<file path="src/rtl/slot_reader.sv">
// slot_reader: three-entry circular buffer. Pushes come from a clean write
// strobe. Pops come from a bouncing push-button, which is synchronized and
// then debounced. Each rising edge of the debounced level is one read request.
//
// Ports:
//   clk, rst_n      clock; asynchronous active-low reset
//   wr_data, wr_en  4-bit value pushed when wr_en=1 (single-cycle strobe)
//   rd_btn          raw asynchronous read button, active-high
//   clr             synchronous clear of buffer, flags and data_out
//   data_out        last popped value (registered)
//   rd_valid        one-cycle pulse in the cycle data_out updates
//   count           entries held (0..3); empty/full decoded from state
//   ovf, unf        sticky overflow / underflow flags
//   state_dbg       current FSM state (IDLE=0, READY=1, FULL=2)
//
// Handshake: wr_en and rd_req are fire-and-forget requests with no
// back-pressure. A request the buffer cannot honour is dropped, and ovf or
// unf records the drop.
module slot_reader #(
  parameter int DEB_CYCLES = 4
) (
  input  logic       clk,
  input  logic       rst_n,
  input  logic [3:0] wr_data,
  input  logic       wr_en,
  input  logic       rd_btn,
  input  logic       clr,
  output logic [3:0] data_out,
  output logic       rd_valid,
  output logic [1:0] count,
  output logic       empty,
  output logic       full,
  output logic       ovf,
  output logic       unf,
  output logic [1:0] state_dbg
);

  typedef enum logic [1:0] {
    ST_IDLE  = 2'd0,
    ST_READY = 2'd1,
    ST_FULL  = 2'd2
  } state_t;

  localparam logic [3:0] DEB_LAST = 4'(DEB_CYCLES - 1);

  logic       sync1_q, sync2_q;
  logic [3:0] deb_cnt_q, deb_cnt_d;
  logic       deb_lvl_q, deb_lvl_d;
  logic       deb_prev_q;
  logic       rd_req;

  logic [3:0] mem_q [3];
  logic [3:0] mem_d [3];
  logic [1:0] head_q, head_d, tail_q, tail_d, count_q, count_d;
  logic [3:0] data_out_q, data_out_d;
  logic       rd_valid_q, rd_valid_d, ovf_q, ovf_d, unf_q, unf_d;
  state_t     state_q, state_d;
  logic       wr_ok, rd_ok;

  function automatic logic [1:0] ptr_inc(input logic [1:0] p);
    return (p == 2'd2) ? 2'd0 : p + 2'd1;
  endfunction

  // Debouncer: a run of DEB_CYCLES cycles in which the synchronized level
  // differs from the accepted level flips the accepted level. Any agreeing
  // cycle restarts the run.
  always_comb begin
    deb_cnt_d = 4'd0;
    deb_lvl_d = deb_lvl_q;
    if (sync2_q != deb_lvl_q) begin
      if (deb_cnt_q == DEB_LAST) begin
        deb_lvl_d = ~deb_lvl_q;
      end else begin
        deb_cnt_d = deb_cnt_q + 4'd1;
      end
    end
  end

  // One request per press. The release edge is ignored.
  assign rd_req = deb_lvl_q & ~deb_prev_q;

  // When FULL and a read arrives in the same cycle, the pop frees the slot,
  // so the write lands at tail (== head). The pop still returns the old
  // head value, because it reads mem_q.
  always_comb begin
    wr_ok = wr_en && ((state_q != ST_FULL) || rd_req);
    rd_ok = rd_req && (state_q != ST_IDLE);

    mem_d      = mem_q;
    head_d     = head_q;
    tail_d     = tail_q;
    count_d    = count_q;
    data_out_d = data_out_q;
    rd_valid_d = 1'b0;
    ovf_d      = ovf_q;
    unf_d      = unf_q;

    if (clr) begin
      head_d     = 2'd0;
      tail_d     = 2'd0;
      count_d    = 2'd0;
      data_out_d = 4'd0;
      ovf_d      = 1'b0;
      unf_d      = 1'b0;
    end else begin
      if (wr_ok) begin
        mem_d[tail_q] = wr_data;
        tail_d        = ptr_inc(tail_q);
      end
      if (rd_ok) begin
        data_out_d = mem_q[head_q];
        head_d     = ptr_inc(head_q);
        rd_valid_d = 1'b1;
      end
      if (wr_en && (state_q == ST_FULL) && !rd_req) ovf_d = 1'b1;
      if (rd_req && (state_q == ST_IDLE)) unf_d = 1'b1;
      count_d = count_q + {1'b0, wr_ok} - {1'b0, rd_ok};
    end
  end

  // The state is always re-derived from the post-update count.
  always_comb begin
    state_d = ST_READY;
    case (count_d)
      2'd0:    state_d = ST_IDLE;
      2'd3:    state_d = ST_FULL;
      default: state_d = ST_READY;
    endcase
  end

  always_ff @(posedge clk or negedge rst_n) begin
    if (!rst_n) begin
      sync1_q    <= 1'b0;
      sync2_q    <= 1'b0;
      deb_cnt_q  <= 4'd0;
      deb_lvl_q  <= 1'b0;
      deb_prev_q <= 1'b0;
      mem_q      <= '{default: 4'd0};
      head_q     <= 2'd0;
      tail_q     <= 2'd0;
      count_q    <= 2'd0;
      data_out_q <= 4'd0;
      rd_valid_q <= 1'b0;
      ovf_q      <= 1'b0;
      unf_q      <= 1'b0;
      state_q    <= ST_IDLE;
    end else begin
      sync1_q    <= rd_btn;
      sync2_q    <= sync1_q;
      deb_cnt_q  <= deb_cnt_d;
      deb_lvl_q  <= deb_lvl_d;
      deb_prev_q <= deb_lvl_q;
      mem_q      <= mem_d;
      head_q     <= head_d;
      tail_q     <= tail_d;
      count_q    <= count_d;
      data_out_q <= data_out_d;
      rd_valid_q <= rd_valid_d;
      ovf_q      <= ovf_d;
      unf_q      <= unf_d;
      state_q    <= state_d;
    end
  end

  assign data_out  = data_out_q;
  assign rd_valid  = rd_valid_q;
  assign count     = count_q;
  assign empty     = (state_q == ST_IDLE);
  assign full      = (state_q == ST_FULL);
  assign ovf       = ovf_q;
  assign unf       = unf_q;
  assign state_dbg = state_q;

endmodule

</file>
<file path="config.mk">
export PLATFORM = sky130hd
export DESIGN_NAME = slot_reader
export DESIGN_NICKNAME = d
export VERILOG_FILES = /design/src/rtl/slot_reader.sv
export SDC_FILE = /design/constraint.sdc
export NUM_CORES = 1
export LEC_CHECK = 0
export CORE_MARGIN = 3
export CORE_UTILIZATION = 40
export CTS_CLUSTER_DIAMETER = 150
export DETAILED_ROUTE_END_ITERATION = 6
export GPL_ROUTABILITY_DRIVEN = 0
export SYNTH_ARGS = -nofsm -noshare
export SYNTH_HDL_FRONTEND = slang
export SYNTH_SLANG_ARGS = --single-unit
</file>
<file path="constraint.sdc">
create_clock -name clk -period 2 [get_ports clk]
set_clock_uncertainty 0.1 [all_clocks]
set_input_delay 0.2 -clock clk [delete_from_list [all_inputs] [get_ports clk]]
set_output_delay 0.2 -clock clk [all_outputs]
set_load 0.05 [all_outputs]
</file>
# == After elaboration in Yosys (flattened, before gate mapping) ==
# Cells that the tools add are included.
# op_classes
add_sub_neg,5
n_lt_le_gt_ge,3
n_eq_ne,7
n_mux,24
bitwise,6
reduce_logical,17
# ops
op,n
$mux W4,7
$mux W2,7
$bwmux W12,1
$reduce_bool A2 Y1,5
$bmux W4 S2,1
$demux W4 S2,1
$eq A2 B2 Y1 const B,4
$ge A3 B3 Y1 const B,2
$logic_and A1 B1 Y1,6
$mux W1,6
$not A2 Y3,2
$add A2 B1 Y2 const B,2
$add A4 B1 Y4 const B,1
$eq A4 B2 Y1 const B,1
$logic_not A2 Y1,2
$pmux W2 S2,1
$reduce_and A2 Y1,2
$lt A3 B1 Y1 const B,1
$not A1 Y1,3
$add A2 B1 Y2,1
$ne A2 B2 Y1 const B,1
$sub A2 B1 Y2,1
$and A1 B1 Y1,1
$logic_not A1 Y1,1
other kinds (2),2
# word_totals
ff_bits,35
inputBits,9
output_inout_bits,13
elab_cells,78

# == Longest topological paths before layout ==
# logic_depth
ltp_word,9
depth_mapped,10
mapped_depth_nobuf,10

# == Worst setup path before layout ==
# Ideal clock, no wire load.
# synth_timing
path_kind,reg-to-reg
start,reg state_q[1] (netlist: state_dbg[1])
end,reg state_q[0] (netlist: state_dbg[0])
t_arrival_ps,2494
required_ps,1774
setup_slack_ps,-720
stages_incl_launch_ff,10
path_buffers,0
period_less_slack_ps,2720
cell_sequence,dfrtp_1 > or2b_4 > inv_1 > a21boi_0 > inv_1 > ha_1 > inv_1 > ha_1 > nor2b_1 > ha_1
# synth_between
elab_chain_len,8
word_cells_on_any_way,11
cone_classes,add/sub: 2; eq/ne: 2; mux: 2; reduce/logical: 5
# synth_rtl
element,line,source
start: declaration,57,"state_t state_q, state_d;"
start signal: assignment,161,state_q <= state_d;
$ne A2 B2 Y1,86,wr_ok = wr_en && ((state_q != ST_FULL) || rd_req);
$logic_or A1 B1 Y1,86,
$logic_and A1 B1 Y1,86,
$add A2 B1 Y2,117,"count_d = count_q + {1'b0, wr_ok} - {1'b0, rd_ok};"
$sub A2 B1 Y2 *,117,
$mux W2 *,98,if (clr) begin
net count_d[0],54,"logic [1:0] head_q, head_d, tail_q, tail_d, count_q, count_d;"
$eq A2 B2 Y1 / $logic_not A2 Y1 (equally long branches),124,case (count_d)
$pmux W2 S2 *,124,
net state_d[0],57,
# The timed path passes the listed nets; every way through them passes the cells marked *.
# A chain may end at the register's enable or synchronous reset.

# == Worst setup path in the final report ==
# Same ends and word-level chain as after synthesis.

==> out/metrics.yaml <==
cts:
  clock-root-buffer: "clkbuf_8"
  clk_latency_ns: 0.29
  path_clk_slew_ns: 0.07
  clock_path_buffers: 2
  cts_buffers: 5
  cts_sinks: 35
  cts_tree: "built"
  htree_levels: 2
drt:
  drt-initial-drc-count: 61
  ant_nets: 0
  avgViaCountPerCell: 5.12
  num_vias: 1075
  wl_per_cell_um: 15.6
  first_pass_iters: 4
  postRouteWirelength_mm: 3.27
  drc: 0
logic_synthesis:
  synth_seq_cells: 35
  synth-main-ff-cell: "dfrtp_1"
  synth_edf_count: 0
  seq_area_frac_synth: 0.567
  synth_warnings: 0
  synth_area_sq_um: 1550
  async_flop_share: 1.00
  synth_nets: 131
  syn_area_per_cell_sq_um: 13.1
  syn-instance-count: 118
  yosys.cell_types.count: 32
sta:
  setup_viol: 2
  rsz0062_at_grt: "true"
  drv_slew: 0
  setup_slack_ns: -0.0856
  max_freq_mhz: 479
  slew-limit-headroom: 0.646
  finalCriticalPeriod_ns: 2.09
  period_share: 1.04
  finalHoldViolCount: 0
  holdWs_ns: 0.223
  worst_pin_slew_ns: 0.529
cells_and_area:
  mostFrequentLayoutCell: "dfrtp_1"
  drive_gt1_frac: 0.378
  fill_cells: 299
  final_cell_mix: "dfrtp_1, buf_4, clkdlybuf4s50_1"
  areaGrowthSynthToFinish_pct: 37.4
  fin_cells: 210
  diodes: 0
  layout.nets: 176
placed_design:
  io_buffers: 21
  dp_cells: 195
  dp_hpwl_mm: 2.26
worst_setup_path:
  cp_top_family: "adder cells"
  worst_setup_path_start_kind: "flip-flop"
  cpPeakStageDelay_ns: 0.40
  critPathMaxFanout: 3
  end_kind: "flip-flop"
  cp_slowest_cell: "dfrtp_2"
  cp.required_ns: 2.07
  critPathBufInv: 3
  path_class: "flip-flop to flip-flop"
  path_cells: "or2b_4 > clkinvlp_4 > a21boi_2 > inv_2 > ha_4 > inv_2 > ha_4 > xnor2_2 > nor2_2 > ha_1"
  worstPathArrival_ns: 2.15
  r2r_slack_ns: -0.09
flow_run:
  cap_viol_max_count: 0
outcome:
  status: "finished, violations left"
  violations: "negative setup slack"
die:
  ioPinCount: 22
  die_w_um: 68.2
  rows: 21
  die_area_sq_um: 4650
  start_util: 0.439
  core_sq_um: 3520
  die_y_um: 68.2
power_and_ir_drop:
  peakVddDrop_mv: 0.594
  p_per_area_nw_per_um2: 1340
  leakage_nw: 0.942
  report.power.total_mw: 2.85
global_routing:
  grt_pass1_vias: 1132
  antenna_found_initial: 0
  grt.overflow.total: 0
  grt_usage: 0.172
  grt_pass1_wl_mm: 5.60
  grt_max_degree: 36
hold_path:
  min_path_type: "input port to async pin"
worst register-to-register path, stage by stage (launching register included):
cell        delay (ns)
dfrtp_2           0.40
or2b_4            0.22
clkinvlp_4        0.08
a21boi_2          0.18
inv_2             0.07
ha_4              0.26
inv_2             0.04
ha_4              0.15
xnor2_2           0.13
nor2_2            0.12
ha_1              0.24
power by group:
group	leakage [nW]	internal [mW]	switching (mW)
Sequential	0.448	0.913	0.135
Clock	0.0515	0.314	0.238
Combinational	0.442	0.586	0.662
Total	0.942	1.81	1.04
worst paths after layout:
kind / startpoint / endpoint / cells after the start
max: state_dbg[1] / state_dbg[0] / 10
min: rst_n / deb_cnt_q[3] / 2
max reg2reg: state_dbg[1] / state_dbg[0] / 10
min reg2reg: sync1_q / sync2_q / 0
max in group asynchronous: rst_n / state_dbg[0] / 2
min in group clk: rd_btn / sync1_q / 1
state kept, by name, indices dropped and copies added (netlist names), 2 cells and up:
register,cells
count,2
data_out,4
deb_cnt_q,4
head_q,2
mem_q,12
state_dbg,2
tail_q,2
metal layers:
| layer | vias up | routed length [um] | GRT usage |
|---|---|---|---|
| met3 | 6 | 175 | 0.0493 |
| li1 | 507 | - | - |
| met5 | - | 0 | 0 |
| met2 | 24 | 1680 | 0.297 |
| met1 | 538 | 1350 | 0.196 |
| met4 | 0 | 60 | 0.0744 |
cells by family after synthesis:
| group | after synthesis | synth area share |
|---|---|---|
| adders and majority gates | 4 | 0.0324 |
| and+or+nand+nor | 25 | 0.0988 |
| DFF | 35 | 0.567 |
| buffers and inverters | 8 | 0.0251 |
| muxes | 18 | 0.138 |
| AOI/OAI and AO/OA | 24 | 0.117 |
| xor gates and xnor gates | 4 | 0.0227 |
area by class of cell:
type | instances | area (sq um) | area share
Clock buffer | 8 | 100 | 0.0471
Inverter | 4 | 18.8 | 0.00884
Multi-Input combinational cell | 75 | 677 | 0.319
Sequential cell | 35 | 878 | 0.414
Tap cell | 46 | 57.6 | 0.0271
Timing Repair Buffer | 42 | 392 | 0.184
repair_timing:
| item | in CTS | in global routing |
|---|---|---|
| hold buffers | 0 | 0 |
| resized for setup | 4 | 1 |
| setup buffers | 7 | 1 |
| pin swaps | 4 | 0 |
| endpoints found under the setup margin | 2 | 4 |
metrics by stage:
step	setup WS (ns)	utilization	setup TNS [ns]	instance area [sq um]
2_1_floorplan	-0.511	-	-1.36	1580
3_3_place_gp	-0.110	0.552	-0.126	1940
3_5_place_dp	-0.156	0.552	-0.193	1940
4_1_cts	-0.0688	0.602	-0.0764	2120
5_1_grt	-0.198	0.603	-0.406	2120
6_report	-0.0856	0.603	-0.114	2120
cell usage after synthesis (all sizes together) (2+ instances only):
cell     number  area, sq um
nor2          6         22.5
nand2b        3         18.8
a211oi        4         30.0
inv           4         15.0
nor2b         4         25.0
a21oi         7         35.0
mux2i         4         40.0
a2bb2oi       4         35.0
mux2         14          173
and4bb        2         25.0
nand3         2         10.0
ha            4         50.1
buf           3         20.0
xor2          2         17.5
xnor2         2         17.5
dfrtp        35          876
nor3          3         15.0
o21ai         6         45.1
No activity file was read; power rests on OpenSTA's default activity.
